===== src/rtl/brr_pkg.sv =====
// brr_pkg: shared state encoding, BRR header field positions and block geometry.
package brr_pkg;
   typedef enum logic [2:0] {
      S_IDLE,
      S_HDR_REQ,
      S_DATA_REQ,
      S_FILT,
      S_RESULT,
      S_EMIT
   } state_e;

   localparam int SHIFT_MSB = 7;
   localparam int SHIFT_LSB = 4;
   localparam int FILT_MSB  = 3;
   localparam int FILT_LSB  = 2;
   localparam int LOOP_BIT  = 1;
   localparam int END_BIT   = 0;

   localparam int BLOCK_BYTES       = 9;
   localparam int SAMPLES_PER_BLOCK = 2 * (BLOCK_BYTES - 1);

   localparam logic [15:0] SHIFT_CLAMP_VAL = 16'hF800;
endpackage


===== src/rtl/brr_nibble_scale.sv =====
// brr_nibble_scale: sign-extends a BRR nibble and applies the header shift (halved), clamping shifts 13..15.
module brr_nibble_scale
   import brr_pkg::*;
(
   input  logic [3:0]  nibble,
   input  logic [3:0]  shift,
   output logic [15:0] scaled
);
   logic [15:0] shifted;

   always_comb begin
      shifted = {{12{nibble[3]}}, nibble} << shift;
      scaled  = (shift > 4'd12) ? (nibble[3] ? SHIFT_CLAMP_VAL : 16'h0000)
                                : {shifted[15], shifted[15:1]};
   end
endmodule


===== src/rtl/brr_block_sequencer.sv =====
// brr_block_sequencer: fetches 9-byte BRR blocks, drives the shared prediction filter and streams samples.
// Define BRR_LOOP_EN to make end blocks with the loop flag jump to loop_addr instead of stopping.
module brr_block_sequencer
   import brr_pkg::*;
(
   input  logic        clock,
   input  logic        reset_n,
   input  logic        start,
   input  logic        stop,
   input  logic [15:0] start_addr,
   input  logic [15:0] loop_addr,
   output logic        mem_req,
   output logic [15:0] mem_addr,
   input  logic        mem_ack,
   input  logic [7:0]  mem_data,
   output logic [1:0]  filt_type,
   output logic [15:0] filt_s0,
   output logic [15:0] filt_s1,
   output logic [15:0] filt_s2,
   input  logic [15:0] filt_result,
   output logic        out_valid,
   output logic [15:0] out_sample,
   input  logic        out_ready,
   output logic        busy,
   output logic        done,
   output logic        loop_hit
);
   state_e      state_q, state_d;
   logic [15:0] addr_q, addr_d;
   logic [7:0]  hdr_q, hdr_d;
   logic [3:0]  lo_q, lo_d;
   logic [3:0]  cnt_q, cnt_d;
   logic [15:0] h1_q, h1_d, h2_q, h2_d;
   logic        mem_req_q, mem_req_d;
   logic [1:0]  filt_type_q, filt_type_d;
   logic [15:0] filt_s0_q, filt_s0_d, filt_s1_q, filt_s1_d, filt_s2_q, filt_s2_d;
   logic        out_valid_q, out_valid_d;
   logic [15:0] out_sample_q, out_sample_d;
   logic        busy_q, busy_d, done_q, done_d;
   logic [3:0]  nib;
   logic [15:0] scaled;

   // The high nibble is scaled straight off the bus during the ack; the low nibble comes from the saved byte.
   assign nib = (state_q == S_DATA_REQ) ? mem_data[7:4] : lo_q;

   brr_nibble_scale u_scale (
      .nibble (nib),
      .shift  (hdr_q[SHIFT_MSB:SHIFT_LSB]),
      .scaled (scaled)
   );

`ifdef BRR_LOOP_EN
   logic [15:0] loop_q, loop_d;
   logic        loop_hit_q, loop_hit_d;
   assign loop_hit = loop_hit_q;
`else
   logic unused_loop;
   assign unused_loop = ^{loop_addr, hdr_q[LOOP_BIT]};
   assign loop_hit    = 1'b0;
`endif

   always_comb begin
      state_d      = state_q;
      addr_d       = addr_q;
      hdr_d        = hdr_q;
      lo_d         = lo_q;
      cnt_d        = cnt_q;
      h1_d         = h1_q;
      h2_d         = h2_q;
      mem_req_d    = mem_req_q;
      filt_type_d  = filt_type_q;
      filt_s0_d    = filt_s0_q;
      filt_s1_d    = filt_s1_q;
      filt_s2_d    = filt_s2_q;
      out_valid_d  = out_valid_q;
      out_sample_d = out_sample_q;
      done_d       = 1'b0;
`ifdef BRR_LOOP_EN
      loop_d       = loop_q;
      loop_hit_d   = 1'b0;
`endif
      case (state_q)
         S_IDLE:
            if (start && !stop) begin
               addr_d  = start_addr;
               h1_d    = 16'h0000;
               h2_d    = 16'h0000;
               state_d = S_HDR_REQ;
`ifdef BRR_LOOP_EN
               loop_d  = loop_addr;
`endif
            end
         S_HDR_REQ:
            if (mem_req_q && mem_ack) begin
               hdr_d     = mem_data;
               addr_d    = addr_q + 16'd1;
               mem_req_d = 1'b0;
               cnt_d     = 4'd0;
               state_d   = S_DATA_REQ;
            end else begin
               mem_req_d = 1'b1;
            end
         S_DATA_REQ:
            if (mem_req_q && mem_ack) begin
               lo_d        = mem_data[3:0];
               addr_d      = addr_q + 16'd1;
               mem_req_d   = 1'b0;
               filt_type_d = hdr_q[FILT_MSB:FILT_LSB];
               filt_s0_d   = scaled;
               filt_s1_d   = h1_q;
               filt_s2_d   = h2_q;
               state_d     = S_FILT;
            end else begin
               mem_req_d = 1'b1;
            end
         S_FILT:
            state_d = S_RESULT;
         S_RESULT: begin
            out_sample_d = filt_result;
            out_valid_d  = 1'b1;
            h2_d         = h1_q;
            h1_d         = filt_result;
            state_d      = S_EMIT;
         end
         S_EMIT:
            if (out_ready) begin
               out_valid_d = 1'b0;
               cnt_d       = cnt_q + 4'd1;
               if (!cnt_q[0]) begin
                  filt_s0_d = scaled;
                  filt_s1_d = h1_q;
                  filt_s2_d = h2_q;
                  state_d   = S_FILT;
               end else if (cnt_q != 4'(SAMPLES_PER_BLOCK - 1)) begin
                  state_d = S_DATA_REQ;
               end else if (!hdr_q[END_BIT]) begin
                  state_d = S_HDR_REQ;
`ifdef BRR_LOOP_EN
               end else if (hdr_q[LOOP_BIT]) begin
                  addr_d     = loop_q;
                  loop_hit_d = 1'b1;
                  state_d    = S_HDR_REQ;
`endif
               end else begin
                  done_d  = 1'b1;
                  state_d = S_IDLE;
               end
            end
         default:
            state_d = S_IDLE;
      endcase
      if (stop) begin
         state_d     = S_IDLE;
         mem_req_d   = 1'b0;
         out_valid_d = 1'b0;
         done_d      = 1'b0;
`ifdef BRR_LOOP_EN
         loop_hit_d  = 1'b0;
`endif
      end
      busy_d = (state_d != S_IDLE);
   end

   always_ff @(posedge clock or negedge reset_n) begin
      if (!reset_n) begin
         state_q      <= S_IDLE;
         addr_q       <= '0;
         hdr_q        <= '0;
         lo_q         <= '0;
         cnt_q        <= '0;
         h1_q         <= '0;
         h2_q         <= '0;
         mem_req_q    <= 1'b0;
         filt_type_q  <= '0;
         filt_s0_q    <= '0;
         filt_s1_q    <= '0;
         filt_s2_q    <= '0;
         out_valid_q  <= 1'b0;
         out_sample_q <= '0;
         busy_q       <= 1'b0;
         done_q       <= 1'b0;
`ifdef BRR_LOOP_EN
         loop_q       <= '0;
         loop_hit_q   <= 1'b0;
`endif
      end else begin
         state_q      <= state_d;
         addr_q       <= addr_d;
         hdr_q        <= hdr_d;
         lo_q         <= lo_d;
         cnt_q        <= cnt_d;
         h1_q         <= h1_d;
         h2_q         <= h2_d;
         mem_req_q    <= mem_req_d;
         filt_type_q  <= filt_type_d;
         filt_s0_q    <= filt_s0_d;
         filt_s1_q    <= filt_s1_d;
         filt_s2_q    <= filt_s2_d;
         out_valid_q  <= out_valid_d;
         out_sample_q <= out_sample_d;
         busy_q       <= busy_d;
         done_q       <= done_d;
`ifdef BRR_LOOP_EN
         loop_q       <= loop_d;
         loop_hit_q   <= loop_hit_d;
`endif
      end
   end

   assign mem_req    = mem_req_q;
   assign mem_addr   = addr_q;
   assign filt_type  = filt_type_q;
   assign filt_s0    = filt_s0_q;
   assign filt_s1    = filt_s1_q;
   assign filt_s2    = filt_s2_q;
   assign out_valid  = out_valid_q;
   assign out_sample = out_sample_q;
   assign busy       = busy_q;
   assign done       = done_q;
endmodule


===== config.mk =====
export PLATFORM = sky130hd
export DESIGN_NAME = brr_block_sequencer
export DESIGN_NICKNAME = d
export VERILOG_FILES = /design/src/rtl/brr_pkg.sv /design/src/rtl/brr_nibble_scale.sv /design/src/rtl/brr_block_sequencer.sv
export SDC_FILE = /design/constraint.sdc
export NUM_CORES = 1
export LEC_CHECK = 0
export BUFFER_PORTS_ARGS = -buffer_cell sky130_fd_sc_hd__buf_4
export CAP_MARGIN = 5
export CORE_MARGIN = 4
export CORE_UTILIZATION = 35
export CTS_BUF_LIST = sky130_fd_sc_hd__clkbuf_16
export DETAILED_ROUTE_END_ITERATION = 8
export PLACE_DENSITY_LB_ADDON = 0.12
export SLEW_MARGIN = 20
export SYNTH_ARGS = -nofsm -noshare
export SYNTH_HDL_FRONTEND = slang
export SYNTH_HIERARCHICAL = 1
export SYNTH_SLANG_ARGS = --single-unit
export TNS_END_PERCENT = 10

===== constraint.sdc =====
create_clock -name clock -period 6.6 [get_ports clock]
set_clock_uncertainty 0.1 [all_clocks]
set_input_delay 0.99 -clock clock [delete_from_list [all_inputs] [get_ports clock]]
set_output_delay 0.99 -clock clock [all_outputs]
set_load 0.02 [all_outputs]

==> impl_results.md, run 1 <==
* Net Sw Frac at 29.7%
* Port buffer count at 131
* Worst VDD drop at 0.164 mV
* Setup repair after global routing missed its margin: false
* Setup Buffers After CTS at 0
* Syn avg cell area at 12.6 um2
* RD Place Congestion at 0.771
* Share of layout cells above drive strength 1 at 42.1%
* Die X-Extent at 141 um
* Worst EP required at 6.80 ns
* CTS Hold Buffers Added at 0
* Core Region at 17200 um2
* Post-DRT Antenna Nets at 0
* DR DRC count at 0
* Final setup margin at 3.82 ns
* Overall Power at 2.28 mW
* Fin crit share at 42.1%
* Filler cells at 1608
* PwrDens at 291 nW/um2
* Post-Syn Nets at 553
* Most frequent cells in the layout: 137 x buf_4, 136 x dfrtp_1, 84 x mux2_2
* DR vias/cell at 5.26
* Max Slew Vio Count at 0
* Clock Latency Late Sink at 0.42 ns
* Startpoint Class: register
* Multi-input logic area at 2510 um2
* Async set or reset register ratio after synthesis at 100%
* Max_slew headroom at 40.4%
* CTS clk-pin slew, worst paths at 0.06 ns
* Vias at 4453
* Diodes inserted at 0
* Seq pwr share at 43.7%
* Vias in the first global route at 4560
* Die height at 141 um
* Leak at 3.78 nW
* CP max FO at 14
* Critical path class: register to register
* I/O pins at 149
* Post-Syn Instances at 489
* First-pass GRT wire length at 23900 um
* CTS tree: built
* Post-DR wirelength/cell at 17.0 um
* Final Hold Violating Endpoints at 0
* # resized after CTS at 0
* R2R Setup Slk at 3.82 ns
* EDFF count, synth at 0
* Dpl hpwl at 9730 um
* Ys Warns at 6
* Final-stage net count at 673
* Gr ovfl total at 0
* Bufs on Longest Clock Path at 2
* Netlist cell types at 64
* Setup tns final at 0 ns
* Final WL at 14400 um
* Max-Cap Viols at 0
* CTS sink count at 136
* Outcome: finished clean
* Largest net degree at the start of global routing at 72
* Initial Utilization at 35.7%
* CP arrival at 2.97 ns
* Cell Rows at 48
* Worst setup EP type: register
* Clk root buf: clkbuf_16
* Least-Margin Pin Slew at 0.895 ns
* FF+latch area at 3400 um2
* Commonest non-fill, non-tap cell in the layout: buf_4
* DR pass1 iterations at 4
* Post-Syn Area at 6150 um2
* H-tree levels at 4
* Pint at 1.60 mW
* Num CTS Buffers at 17
* Setup-failing EPs final at 0
* Clk pwr share at 39.8%
* Post-layout minimum cycle time at 2.78 ns
* Initial antenna violation count at 0
* Max Fclk at 360 MHz
* Layout area overhead at 27.5%
* Place WS at 3.47 ns
* Hold Crit Class: register to register
* Primary FF master, synth: dfrtp_1
* Die ar. at 19700 um2
* Combinational share of power at 16.4%
* Switching power at 0.678 mW
* Yosys reg bits at 136
* Seq/Total Area, Yosys at 55.4%
* DRT iter0 DRCs at 161
* Tot GR Track Use at 14.9%
==> stage by stage <==
step	hold slack (ns)	instance area (um2)	util, %	cells
after detailed placement	0.389	7270	42.2	815
final	0.397	7840	45.5	847
after CTS	0.403	7840	45.5	847
after global placement	0.383	7270	42.2	815
after global routing	0.414	7840	45.5	847
after floorplan	0.367	6150	-	489
==> critical path, stage by stage (launching register included) <==
cell and delay, ns:
dfrtp_1 0.63, nor3b_4 0.42, mux2_2 0.50, mux2_2 0.29
mux2i_1 0.29, a211oi_1 0.14, mux2_2 0.29
==> sequential cells by signal, indices dropped and copies added (netlist names) <==
| signal | flops |
|---|---|
| filt_s0 | 16 |
| filt_s1 | 16 |
| filt_s2 | 16 |
| h1_q | 16 |
| h2_q | 16 |
| mem_addr | 16 |
| out_sample | 16 |
| hdr_q | 7 |
| cnt_q | 4 |
| lo_q | 4 |
| state_q | 3 |
| filt_type | 2 |
| busy | 1 |
| done | 1 |
| mem_req | 1 |
| out_valid | 1 |
==> layer usage <==
metal,global-route usage (%),wire length [um],up-vias,part of all wire (%)
met5,0,0,-,0
met4,3.82,117,0,0.81
met3,5.05,854,8,5.9
met2,22.8,6650,118,46
met1,20.3,6800,2241,47
li1,-,-,2086,-
==> cell type report <==
| type | count | share of cell area (%) |
|---|---|---|
| inverters | 10 | 0.479 |
| repair buffers | 138 | 13.3 |
| clock inverters | 15 | 1.76 |
| well taps | 225 | 3.59 |
| multi-input cells | 306 | 32.1 |
| clock buffers | 17 | 5.43 |
| flip-flops and latches | 136 | 43.4 |
==> power groups by stage <==
stage | clock, mW | sequential, mW | combinational (mW)
5_1_grt | 0.974 | 1.01 | 0.408
3_3_place_gp | 0 | 1.01 | 0.373
4_1_cts | 0.935 | 0.997 | 0.380
2_1_floorplan | 0 | 1.03 | 0.199
3_5_place_dp | 0 | 1.01 | 0.379
6_report | 0.908 | 0.997 | 0.374
==> synthesized netlist by cell type (all sizes together) (2+ instances only) <==
cell | instances | share of area (%)
xor2 | 3 | 0.43
buf | 24 | 2.5
nor3 | 12 | 0.98
mux2 | 85 | 16
nor2 | 14 | 0.86
a22o | 32 | 4.6
nor2b | 2 | 0.20
nand3 | 13 | 1.1
nor3b | 3 | 0.63
a211oi | 7 | 0.86
nand2b | 6 | 0.61
and3 | 3 | 0.31
nor4b | 3 | 0.53
nand4 | 5 | 0.51
and4 | 5 | 0.71
nand4b | 3 | 0.43
a2bb2oi | 9 | 1.3
a21oi | 9 | 0.79
o211a | 2 | 0.33
inv | 10 | 0.61
o2bb2ai | 4 | 0.57
a32oi | 3 | 0.43
dfrtp | 136 | 55
mux2i | 6 | 1.0
o21ai | 14 | 1.1
and2 | 3 | 0.31
o22ai | 6 | 0.61
a31oi | 5 | 0.51
nand2 | 19 | 1.2
a21boi | 2 | 0.24
o2bb2a | 3 | 0.49
o31ai | 2 | 0.24
ha | 2 | 0.41
o211ai | 2 | 0.24
a311oi | 2 | 0.29
clkbuf | 13 | 0.79
a21o | 2 | 0.24
==> path summary, 6_finish.rpt <==
| kind | start | depth (start not counted) | end |
|---|---|---|---|
| max in group asynchronous | reset_n | 2 | mem_addr[1] |
| min reg2reg | h2_q[6] | 1 | h2_q[6] |
| min | h2_q[6] | 1 | h2_q[6] |
| min in group asynchronous | reset_n | 1 | mem_addr[13] |
| max | state_q[1] | 6 | filt_s0[6] |
| max reg2reg | state_q[1] | 6 | filt_s0[6] |
==> logic make-up (layout without fill, tap and decap cells) <==
kind of cell               Yosys count  count (layout)  synth area share, %
AOI/OAI and AO/OA                  114             114                 14.3
buffers and inverters               47             180                 3.93
adders and majority gates            2               2                0.407
and+or+nand+nor                     94              94                 8.67
other                                1               1               0.0610
muxes                               91              91                 16.7
xor gates and xnor gates             4               4                0.570
DFF                                136             136                 55.4
Power figures use the tool's default switching activity.
==> inputs of run 2 (changes only) <==
- clock period: 6.6 -> 2.4 ns (I/O delays scaled with it)
==> impl_results.md, run 2 (synthesis gave the netlist of run 1 again) <==
* Clk root buf: clkbuf_16
* Max_slew headroom at 49.1% (+8.7 points)
* Most frequent cells in the layout: 146 x buf_4, 136 x dfrtp_1, 84 x mux2_2
* DR vias/cell at 5.22 (-0.72%)
* Diodes inserted at 0 (unchanged)
* CTS tree: built
* Post-DRT Antenna Nets at 0 (unchanged)
* Final setup margin at 0.0629 ns (-3.76 ns)
* Die height at 141 um (unchanged)
* Post-DR wirelength/cell at 17.1 um (+0.28%)
* Setup-failing EPs final at 0 (unchanged)
* Final Hold Violating Endpoints at 0 (unchanged)
* Hold Path End: h1_q[7]
* Initial antenna violation count at 0 (unchanged)
* Critical path's slowest cell: mux2_2
* I/O pins at 149 (unchanged)
* Port buffer count at 131 (unchanged)
* PwrDens at 795 nW/um2 (+170%)
* HP Start: filt_result[7]
* Largest net degree at the start of global routing at 52 (-28%)
* Final-stage net count at 686 (+1.9%)
* Met3 Use GR at 4.27% (-0.79 points)
* Die ar. at 19700 um2 (unchanged)
* Met1 GRT Util at 20.5% (+0.23 points)
* CP most frequent cell: mux2_2
* Worst VDD drop at 0.465 mV (+180%)
* CP max FO at 6 (-8)
* Max Fclk at 428 MHz (+19%)
* Cell Rows at 48 (unchanged)
* Die X-Extent at 141 um (unchanged)
* WHS Path Cells at 2 (+1)
* Critical-path cell list: nor3b_4 -> mux2_2 -> mux2_4 -> mux2i_2 -> a211oi_1 -> mux2_2
* Max-Cap Viols at 0 (unchanged)
* Max Slew Vio Count at 0 (unchanged)
* Leak at 3.87 nW (+2.2%)
* Worst setup EP type: register
* Fin crit share at 97.4% (+55 points)
* Core Region at 17200 um2 (unchanged)
* Num CTS Buffers at 17 (unchanged)
* Layout area overhead at 30.3%
* DR pass1 iterations at 4 (unchanged)
* FF-to-FF Start: state_q[0]
* Met2 Usage GRT at 23.7% (+0.86 points)
* DR DRC count at 0 (unchanged)
* Commonest non-fill, non-tap cell in the layout: buf_4
* Post-layout minimum cycle time at 2.34 ns (-0.443 ns)
* Share of layout cells above drive strength 1 at 43.3% (+1.2 points)
* Startpoint Class: register
* Critical path class: register to register
* CP delay by family, top: multiplexers
* H-tree levels at 4 (unchanged)
* RD Place Congestion at 0.822 (+6.6%)
* Reg2reg end: filt_s0[6]
* Buf+Inv Stages, Crit Path at 0 (unchanged)
* R2R Setup Slk at 0.06 ns (-3.76 ns)
* Dpl hpwl at 10200 um (+4.3%)
* Worst EP required at 2.58 ns (-4.22 ns)
* Hold Crit Class: primary input to register
* Least-Margin Pin Slew at 0.763 ns (-0.131 ns)
* First-pass GRT wire length at 24400 um (+2.0%)
* Vias at 4489 (+0.81%)
* R2R cell count at 6 (unchanged)
* DRT iter0 DRCs at 204 (+27%)
* CTS clk-pin slew, worst paths at 0.06 ns (about the same)
* Overall Power at 6.36 mW (+180%)
* Clock Latency Late Sink at 0.41 ns (about the same)
* Crit-path max cell delay at 0.43 ns (-0.20 ns)
* Final WL at 14700 um (+1.8%)
* GR peak layer: met2
* CP arrival at 2.52 ns (-0.45 ns)
* Vias in the first global route at 4627 (+1.5%)
* Final core occ at 46.4% (+0.97 points)
* CTS sink count at 136 (unchanged)
* Initial Utilization at 35.7% (unchanged)
* Bufs on Longest Clock Path at 2 (unchanged)
* Tot GR Track Use at 15.2% (+0.32 points)
* Gr ovfl total at 0 (unchanged)
* Place WS at 0.0430 ns (-3.43 ns)
* Setup repair after global routing missed its margin: true
* Outcome: finished clean
==> run 2: through the flow <==
step,instances,setup TNS (ns),hold slack (ns),cell area [um2]
after global placement,827,-0.0313,0.206,7400
final,860,0,0.0779,8010
after global routing,860,-0.145,0.0594,8010
after detailed placement,827,0,0.205,7400
after CTS,860,0,0.0521,7990
after floorplan,489,0,-0.0356,6150
==> run 2: report_power, final <==
| part | total (mW) | switching (mW) | internal [mW] |
|---|---|---|---|
| clock | 2.56 | 1.02 | 1.54 |
| combinational | 1.06 | 0.547 | 0.514 |
| sequential | 2.74 | 0.272 | 2.47 |
| total | 6.36 | 1.84 | 4.52 |
==> run 2: worst max path at each step <==
| stage | startpoint | end | slack [ns] | depth (start not counted) |
|---|---|---|---|---|
| 2_1_floorplan | state_q[2] | filt_s0[6] | 0.12 | 7 |
| 3_3_place_gp | state_q[2] | mem_addr[10] | -0.03 | 5 |
| 3_5_place_dp | state_q[2] | filt_s0[13] | 0.04 | 6 |
| 4_1_cts | state_q[2] | filt_s0[13] | 0.03 | 6 |
| 5_1_grt | state_q[0] | filt_s0[6] | -0.04 | 6 |
| 6_report | state_q[0] | filt_s0[6] | 0.06 | 6 |
==> run 2: cell type report <==
class / count / area, um2
fill: 1607 / 9230
multi-input combinational: 306 / 2530
tap: 225 / 282
clock inverter: 15 / 153
timing repair buffer: 151 / 1180
clock buffer: 17 / 425
inverter: 10 / 37.5
sequential: 136 / 3400
==> run 2: layer usage <==
layer	share of wire [%]	vias up	wire, um
li1	-	2103	-
met1	46	2250	6720
met2	47	124	6890
met3	6.3	12	924
met4	1.0	0	153
met5	0	-	0
==> run 2: repair_timing <==
action                     in CTS  in global routing
setup buffers                   0                  0
resized for setup               0                  2
setup endpoints to repair       0                  8
hold endpoints to repair       39                  0
hold buffers                    1                  0
